### config.mk
export PLATFORM = sky130hd
export DESIGN_NAME = mem_access_flat
export DESIGN_NICKNAME = d
export VERILOG_FILES = /design/src/rtl/mem_access_if.sv /design/src/rtl/mem_access.sv /design/src/flat_wrapper.sv
export SDC_FILE = /design/constraint.sdc
export NUM_CORES = 1
export LEC_CHECK = 0
export CAP_MARGIN = 15
export CORE_ASPECT_RATIO = 1.25
export CORE_UTILIZATION = 44
export CTS_CLUSTER_SIZE = 10
export DETAILED_ROUTE_END_ITERATION = 6
export PLACE_DENSITY = 0.81
export SYNTH_ARGS = -nofsm -noshare
export SYNTH_HDL_FRONTEND = slang
export SYNTH_SLANG_ARGS = --single-unit
### constraint.sdc
create_clock -name clk -period 2.1 [get_ports clk]
set_input_delay 0.21 -clock clk [delete_from_list [all_inputs] [get_ports clk]]
set_output_delay 0.21 -clock clk [all_outputs]
set_load 0.01 [all_outputs]
### src/rtl/mem_access_if.sv
// mem_access_if: load/store request, memory bus and result signals of mem_access
// master = mem_access (drives mem_*, stall, load results); slave = pipeline/memory side
interface mem_access_if;
  logic        MemRead, MemWrite;
  logic [2:0]  loadtype;
  logic [1:0]  storetype;
  logic [31:0] ALUresult, B;
  logic        mem_req, mem_we;
  logic [31:0] mem_addr;
  logic [3:0]  mem_be;
  logic [31:0] mem_wdata;
  logic        mem_ready;
  logic [31:0] mem_rdata;
  logic        stall;
  logic [31:0] load_data;
  logic        load_valid, misalign, bus_err;
  modport master (
    input  MemRead, MemWrite, loadtype, storetype, ALUresult, B, mem_ready, mem_rdata,
    output mem_req, mem_we, mem_addr, mem_be, mem_wdata, stall, load_data, load_valid, misalign, bus_err
  );
  modport slave (
    output MemRead, MemWrite, loadtype, storetype, ALUresult, B, mem_ready, mem_rdata,
    input  mem_req, mem_we, mem_addr, mem_be, mem_wdata, stall, load_data, load_valid, misalign, bus_err
  );
endinterface

### src/rtl/mem_access.sv
// mem_access: MEM-stage load/store unit with lane formatting, load extension and timeout abort
// ports: clk, reset (sync, active-high), bus (mem_access_if.master: pipeline request, memory bus, results)
module mem_access #(
  parameter int TIMEOUT = 15
) (
  input logic clk,
  input logic reset,
  mem_access_if.master bus
);
  typedef enum logic [1:0] {IDLE, BUSY, DONE, ERR} state_t;
  state_t state_q, state_d;
  logic [7:0] cnt_q, cnt_d;
  logic [31:0] addr_q, wdata_q, ld_q, ld_d, wd_d, ext;
  logic [3:0] be_q, be_d;
  logic [2:0] lt_q;
  logic [1:0] off_q;
  logic we_q, req, is_byte, is_half, mis, start;
  logic [7:0] rb;
  logic [15:0] rh;
  always_comb begin
    req = bus.MemRead | bus.MemWrite;
    // a simultaneous read+write is a store, so size comes from storetype
    is_byte = bus.MemWrite ? bus.storetype == 2'b01 : (bus.loadtype == 3'b001 || bus.loadtype == 3'b010);
    is_half = bus.MemWrite ? bus.storetype == 2'b10 : (bus.loadtype == 3'b011 || bus.loadtype == 3'b100);
    mis = state_q == IDLE && req && (is_half ? bus.ALUresult[0] : !is_byte && bus.ALUresult[1:0] != 2'b00);
    start = state_q == IDLE && req && !mis;
    be_d = is_byte ? 4'b0001 << bus.ALUresult[1:0] : is_half ? (bus.ALUresult[1] ? 4'b1100 : 4'b0011) : 4'b1111;
    wd_d = is_byte ? {4{bus.B[7:0]}} : is_half ? {2{bus.B[15:0]}} : bus.B;
    rb = bus.mem_rdata[{off_q, 3'b000} +: 8];
    rh = off_q[1] ? bus.mem_rdata[31:16] : bus.mem_rdata[15:0];
    ext = lt_q == 3'b001 ? {{24{rb[7]}}, rb} :
          lt_q == 3'b010 ? {24'h0, rb} :
          lt_q == 3'b011 ? {{16{rh[15]}}, rh} :
          lt_q == 3'b100 ? {16'h0, rh} : bus.mem_rdata;
  end
  always_comb begin
    state_d = state_q;
    cnt_d = cnt_q;
    ld_d = ld_q;
    case (state_q)
      IDLE: if (start) begin
        state_d = BUSY;
        cnt_d = 8'd0;
      end
      BUSY: if (bus.mem_ready) begin
        state_d = DONE;
        ld_d = we_q ? ld_q : ext;
      end else if (cnt_q == 8'(TIMEOUT - 1)) begin
        state_d = ERR;
        ld_d = 32'h0;
      end else begin
        cnt_d = cnt_q + 8'd1;
      end
      default: state_d = IDLE;
    endcase
  end
  always_ff @(posedge clk) begin
    if (reset) begin
      state_q <= IDLE;
      cnt_q <= 8'd0;
      ld_q <= 32'h0;
      addr_q <= 32'h0;
      wdata_q <= 32'h0;
      be_q <= 4'h0;
      lt_q <= 3'h0;
      off_q <= 2'h0;
      we_q <= 1'b0;
    end else begin
      state_q <= state_d;
      cnt_q <= cnt_d;
      ld_q <= ld_d;
      if (start) begin
        addr_q <= {bus.ALUresult[31:2], 2'b00};
        wdata_q <= wd_d;
        be_q <= be_d;
        lt_q <= bus.loadtype;
        off_q <= bus.ALUresult[1:0];
        we_q <= bus.MemWrite;
      end
    end
  end
  always_comb begin
    bus.mem_req = state_q == BUSY;
    bus.mem_we = state_q == BUSY && we_q;
    bus.mem_be = state_q == BUSY ? be_q : 4'h0;
    bus.mem_addr = addr_q;
    bus.mem_wdata = wdata_q;
    bus.stall = start || state_q == BUSY;
    bus.load_data = ld_q;
    bus.load_valid = state_q == DONE && !we_q;
    bus.misalign = mis;
    bus.bus_err = state_q == ERR;
  end
endmodule

### src/flat_wrapper.sv
// flat-port wrapper written by rule: the top's interface ports become plain ports
module mem_access_flat 
#(
  parameter int TIMEOUT = 15
)
  (clk, reset, bus_MemRead, bus_MemWrite, bus_loadtype, bus_storetype, bus_ALUresult, bus_B, bus_mem_ready, bus_mem_rdata, bus_mem_req, bus_mem_we, bus_mem_addr, bus_mem_be, bus_mem_wdata, bus_stall, bus_load_data, bus_load_valid, bus_misalign, bus_bus_err);
  mem_access_if bus_i ();
  input logic clk;
  input logic reset;
  input wire logic [$bits(bus_i.MemRead)-1:0] bus_MemRead;
  input wire logic [$bits(bus_i.MemWrite)-1:0] bus_MemWrite;
  input wire logic [$bits(bus_i.loadtype)-1:0] bus_loadtype;
  input wire logic [$bits(bus_i.storetype)-1:0] bus_storetype;
  input wire logic [$bits(bus_i.ALUresult)-1:0] bus_ALUresult;
  input wire logic [$bits(bus_i.B)-1:0] bus_B;
  input wire logic [$bits(bus_i.mem_ready)-1:0] bus_mem_ready;
  input wire logic [$bits(bus_i.mem_rdata)-1:0] bus_mem_rdata;
  output wire logic [$bits(bus_i.mem_req)-1:0] bus_mem_req;
  output wire logic [$bits(bus_i.mem_we)-1:0] bus_mem_we;
  output wire logic [$bits(bus_i.mem_addr)-1:0] bus_mem_addr;
  output wire logic [$bits(bus_i.mem_be)-1:0] bus_mem_be;
  output wire logic [$bits(bus_i.mem_wdata)-1:0] bus_mem_wdata;
  output wire logic [$bits(bus_i.stall)-1:0] bus_stall;
  output wire logic [$bits(bus_i.load_data)-1:0] bus_load_data;
  output wire logic [$bits(bus_i.load_valid)-1:0] bus_load_valid;
  output wire logic [$bits(bus_i.misalign)-1:0] bus_misalign;
  output wire logic [$bits(bus_i.bus_err)-1:0] bus_bus_err;
  assign bus_i.MemRead = bus_MemRead;
  assign bus_i.MemWrite = bus_MemWrite;
  assign bus_i.loadtype = bus_loadtype;
  assign bus_i.storetype = bus_storetype;
  assign bus_i.ALUresult = bus_ALUresult;
  assign bus_i.B = bus_B;
  assign bus_i.mem_ready = bus_mem_ready;
  assign bus_i.mem_rdata = bus_mem_rdata;
  assign bus_mem_req = bus_i.mem_req;
  assign bus_mem_we = bus_i.mem_we;
  assign bus_mem_addr = bus_i.mem_addr;
  assign bus_mem_be = bus_i.mem_be;
  assign bus_mem_wdata = bus_i.mem_wdata;
  assign bus_stall = bus_i.stall;
  assign bus_load_data = bus_i.load_data;
  assign bus_load_valid = bus_i.load_valid;
  assign bus_misalign = bus_i.misalign;
  assign bus_bus_err = bus_i.bus_err;
  mem_access #(.TIMEOUT(TIMEOUT)) u_core (.clk(clk), .reset(reset), .bus(bus_i));
endmodule
Word level (Yosys, flattened, before mapping)

Index checks and enable logic that the tools add are counted.

Add/subtract/negate cells: 1
Equality and inequality tests: 19
Shift operators: 2
Muxes and demuxes: 25
Bitwise gates (word level): 1
Reductions and logical operators: 19

Operator list:

| cell                                                               | number |
|---|---|
| 32-bit 2-to-1 mux                                                  | 9 |
| 32-bit by 6-bit indexed part select with 8-bit output              | 1 |
| 8-bit 2-to-1 mux                                                   | 3 |
| 16-bit 2-to-1 mux                                                  | 1 |
| 4-bit 2-to-1 mux                                                   | 4 |
| 8-bit case mux with 2 select lines                                 | 1 |
| 3-bit by 2-bit == test with 1-bit output (second input constant)   | 4 |
| 8-bit by 1-bit adder with 8-bit output (second input constant)     | 1 |
| 8-bit by 4-bit == test with 1-bit output (second input constant)   | 1 |
| 2-bit == test (second input constant)                              | 3 |
| 3-bit by 1-bit == test with 1-bit output (second input constant)   | 2 |
| 3-bit == test (second input constant)                              | 2 |
| 1-bit logical AND                                                  | 6 |
| 2-bit 2-to-1 mux                                                   | 3 |
| 2-bit != test (second input constant)                              | 3 |
| 2-bit nonzero test                                                 | 3 |
| 2-bit by 1-bit == test with 1-bit output (second input constant)   | 2 |
| 2-bit case mux with 2 select lines                                 | 1 |
| 4-bit AND reduction                                                | 1 |
| 1-bit by 2-bit << shifter with 4-bit output (first input constant) | 1 |
| 1-bit zero test                                                    | 3 |
| 1-bit logical OR                                                   | 3 |
| 1-bit 2-to-1 mux                                                   | 3 |
| 3-bit by 2-bit != test with 1-bit output (second input constant)   | 1 |
| 5 further kinds                                                    | 5 |

Register bits: 114
Bits of input ports: 106
Output and inout port bits: 106
Logic and storage cells: 76

Longest topological paths before layout

Depth in word-level cells: 11
Gate-level depth with buffers: 8
Depth with buffers taken out: 7

Worst setup path before layout

No wires, ideal clock.

Kind: input to register
Start point: input bus_MemWrite
End point: register u_core.cnt_q[1]
Setup time: 128 ps
Arrival: 1693 ps
Data required time: 1972 ps
Slack: 280 ps
Stages on the path: 8
Path buffers: 3
Path through: buf_6 -> or4b_4 -> a41oi_2 -> o21ai_1 -> buf_2 -> buf_2 -> a31oi_1 -> nor2_1

Longest elaborated chain between the ends: 9
Elaborated cells between the ends (all ways): 12
Those cells by class: 1 x eq/ne; 3 x mux; 1 x bitwise; 7 x reduce/logical

RTL lines:

| what                                                 | line               | source |
|---|---|---|
| start, declared                                      | flat_wrapper.sv:11 | `input wire logic [$bits(bus_i.MemWrite)-1:0] bus_MemWrite;` |
| 1-bit 2-to-1 mux                                     | mem_access.sv:23   | `is_byte = bus.MemWrite ? bus.storetype == 2'b01 : (bus.loadtype == 3'b001 \|\| bus.loadtype == 3'b010);` |
| 1-bit zero test                                      | mem_access.sv:25   | `mis = state_q == IDLE && req && (is_half ? bus.ALUresult[0] : !is_byte && bus.ALUresult[1:0] != 2'b00);` |
| 1-bit logical AND                                    | mem_access.sv:25   |  |
| 1-bit 2-to-1 mux                                     | mem_access.sv:25   |  |
| 1-bit logical AND                                    | mem_access.sv:25   |  |
| 1-bit zero test                                      | mem_access.sv:26   | `start = state_q == IDLE && req && !mis;` |
| 1-bit logical AND *                                  | mem_access.sv:26   |  |
| 2-bit by 1-bit != test with 1-bit output (no line) * | -                  |  |
| 4-bit AND reduction (no line) *                      | -                  |  |
| end signal, assigned                                 | mem_access.sv:70   | `cnt_q <= cnt_d;` |
| end, declared                                        | mem_access.sv:12   | `logic [7:0] cnt_q, cnt_d;` |

Every way passes the cells marked *; elsewhere a longest branch is shown, timed or not.
A chain may end at the register's enable or synchronous reset.

Worst setup path after layout

Start point: register u_core.state_q[1]
End point: output bus_mem_be[3]

Longest elaborated chain between the ends: 2

RTL lines:

| what                                     | line               | source |
|---|---|---|
| start, declared                          | mem_access.sv:11   | `state_t state_q, state_d;` |
| start signal, assigned                   | mem_access.sv:69   | `state_q <= state_d;` |
| 2-bit by 1-bit == test with 1-bit output | mem_access.sv:85   | `bus.mem_be = state_q == BUSY ? be_q : 4'h0;` |
| 4-bit 2-to-1 mux                         | mem_access.sv:85   |  |
| end, declared                            | flat_wrapper.sv:21 | `output wire logic [$bits(bus_i.mem_be)-1:0] bus_mem_be;` |

No other way between the ends.

==> flow_summary.json <==
{
  "p_leak_nw": 3.294,
  "synth_edf_count": 0,
  "grt_remaining_overflow": 0,
  "yosysWarnings": 0,
  "grt_pass1_vias": 5637,
  "start_util": 0.4537,
  "die_w_um": 99.89,
  "start_kind": "flip-flop",
  "pre_cts_ws_ns": -0.5063,
  "die_h_um": 124.4,
  "clockBufferDepth": 2,
  "worst_clock_skew_ns": 0.005924,
  "num_io_pins": 212,
  "cts.sinks": 114,
  "rsz0062_at_grt": "no",
  "fin_hold_ws_ns": 0.2381,
  "ys_seq_area_frac": 0.4330,
  "syn_avg_cell_area_um2": 8.260,
  "cts_max_level": 4,
  "drc": 0,
  "clk_latency_ns": 0.40,
  "final_nets": 964,
  "dp_hpwl_mm": 12.27,
  "yosysMostFrequentCell": "nand2_1",
  "ant_nets": 0,
  "worst_setup_path_end_kind": "output pin",
  "worst-path-max-fanout": 11,
  "min_period_ns": 2.007,
  "setup_ws_ns": 0.09316,
  "rows": 44,
  "irDropWorstVdd_uv": 488.2,
  "power_density_mw_per_mm2": 831.9,
  "synth-async-reset-ratio": 0,
  "synth_flop_cell": "dfxtp_1",
  "drt_iter0_markers": 299,
  "grt_max_degree": 96,
  "slew_headroom": 0.3497,
  "dr.pass1.iters": 5,
  "status": "finished, final reports clean",
  "finalHoldViolCount": 0,
  "crit_type": "flip-flop to output pin",
  "vias": 5621,
  "yosysUniqueCellTypes": 52,
  "area_delta_synth_final_pct": 58.36,
  "drv_slew": 0,
  "n_antenna_cell": 0,
  "wire_per_inst_um": 16.52,
  "vias_per_cell": 5.463,
  "setup_viol": 0,
  "antenna_found_initial": 0,
  "synth-seq-cells": 114,
  "totalNegativeSetupSlack_ns": 0,
  "yosys-top-cells-count": "nand2_1, dfxtp_1, a21oi_1",
  "coreArea_mm2": 0.01162,
  "drive_above_1_share": 0.1118,
  "worstHoldPathType": "input pin to flip-flop",
  "clk_pin_slew_ns": 0.05,
  "tritoncts": "yes",
  "netlist_area_mm2": 0.005270,
  "synthCells": 638,
  "gp_congestion": 0.9026,
  "cts_root_buffer": "clkbuf_16",
  "drv_cap": 0,
  "die-area_mm2": 0.01242,
  "finalCritPeriodShare": 0.9556,
  "crit_arrival_ns": 1.80,
  "fmax_mhz": 498.3,
  "grt_pass1_wl_mm": 26.81,
  "portBuffers": 209,
  "grt_usage": 0.2731,
  "yosys-top-cells-area": "dfxtp_1, nand2_1, a21oi_1",
  "routed_wirelength_mm": 17.00,
  "synth_top_area_frac": 0.4330,
  "numCtsBuffers": 17,
  "yosysTopAreaCell": "dfxtp_1",
  "tightest_slew_ns": 0.9755,
  "crit_required_ns": 1.89
}
## through the flow
step | cells | util | area [um2] | power [mW]
final | 1029 | 0.7184 | 8346 | 6.943
after global routing | 1029 | 0.7184 | 8346 | 7.230
after CTS | 1029 | 0.7160 | 8317 | 6.976
after detailed placement | 997 | 0.6597 | 7664 | 3.880
after global placement | 997 | 0.6597 | 7664 | 3.842
after floorplan | 639 | - | 5274 | 3.138
## final timing paths
check | slack [ns] | from | to | cells after the start
worst min-delay path | 0.24 | bus_loadtype[0] | u_core.lt_q[0] | 4
worst max-delay path | 0.09 | u_core.state_q[1] | bus_mem_be[3] | 4
worst min register to register | 0.45 | u_core.bus.load_data[2] | u_core.bus.load_data[2] | 1
worst max register to register | 0.13 | u_core.off_q[1] | u_core.bus.load_data[18] | 5
## final cells by class
type / count / area, um2
flip-flops and latches: 114 / 2282
fillers: 896 / 3271
repair buffers: 251 / 2471
well taps: 161 / 201.4
clock inverters: 9 / 152.6
clock buffers: 22 / 484.2
multi-input cells: 469 / 2743
inverters: 3 / 11.26
## layer usage
layer / wire (um) / vias to the layer above / track usage
met2: 8668 / 273 / 0.4771
met5: 0 / - / 0
met1: 6188 / 2615 / 0.2855
met3: 1410 / 51 / 0.08530
li1: - / 2682 / -
met4: 730 / 0 / 0.1531
## registers in the layout, summed over array words and instances (netlist names)
name / cells
u_core.off_q: 2
u_core.be_q: 4
u_core.lt_q: 3
u_core.bus.mem_addr: 30
u_core.state_q: 2
u_core.bus.load_data: 32
u_core.bus.mem_wdata: 32
u_core.we_q: 1
u_core.cnt_q: 8
## kinds of logic after synthesis
| logic type | count (synthesis) | share of synthesized area |
|---|---|---|
| XOR/XNOR | 5 | 0.008311 |
| AND/OR/NAND/NOR | 229 | 0.1904 |
| multiplexers | 26 | 0.06838 |
| other | 1 | 0.0007116 |
| flip-flops | 114 | 0.4330 |
| adder cells (fa/ha/maj) | 2 | 0.004748 |
| AO/OA/AOI/OAI | 205 | 0.2396 |
| buffers and inverters | 56 | 0.05485 |
## placed cells by master, fill, tap and decap left out, drive strengths merged, types with 2 or more instances in the layout
| cell type | count |
|---|---|
| nand3 | 14 |
| nor3 | 7 |
| a21oi | 98 |
| nand2 | 137 |
| clkinv | 5 |
| mux4 | 8 |
| o21ai | 40 |
| bufinv | 4 |
| a221oi | 9 |
| inv | 3 |
| mux2i | 18 |
| dlymetal6s2s | 4 |
| a211o | 9 |
| and3 | 4 |
| o21a | 12 |
| clkbuf | 22 |
| xor2 | 3 |
| and2 | 9 |
| nor3b | 2 |
| buf | 44 |
| a311oi | 9 |
| nand2b | 4 |
| dfxtp | 114 |
| xnor2 | 2 |
| a2bb2oi | 8 |
| a21o | 10 |
| nand4 | 3 |
| nor2b | 3 |
| conb | 2 |
| and3b | 2 |
| clkdlybuf4s50 | 202 |
| nor2 | 36 |
| a31oi | 3 |
| ha | 2 |
## worst max-delay path, stage by stage (launching register included)
cell and delay (ns):
dfxtp_1 0.33, nand2b_1 0.17, inv_2 0.17, and2_1 0.16
clkdlybuf4s50_1 0.58
## power by group
group          total, mW  switching, mW  internal (mW)
Clock               3.08          0.976           2.10
Combinational       1.45          0.691          0.757
Sequential          2.42         0.0928           2.32
## timing repair
item	CTS	global route
hold endpoints to repair	0	0
pin swaps	3	1
gates resized for setup	12	7
buffers inserted	1	0
hold buffers	0	0
setup endpoints to repair	27	41
Power figures use the tool's default switching activity.
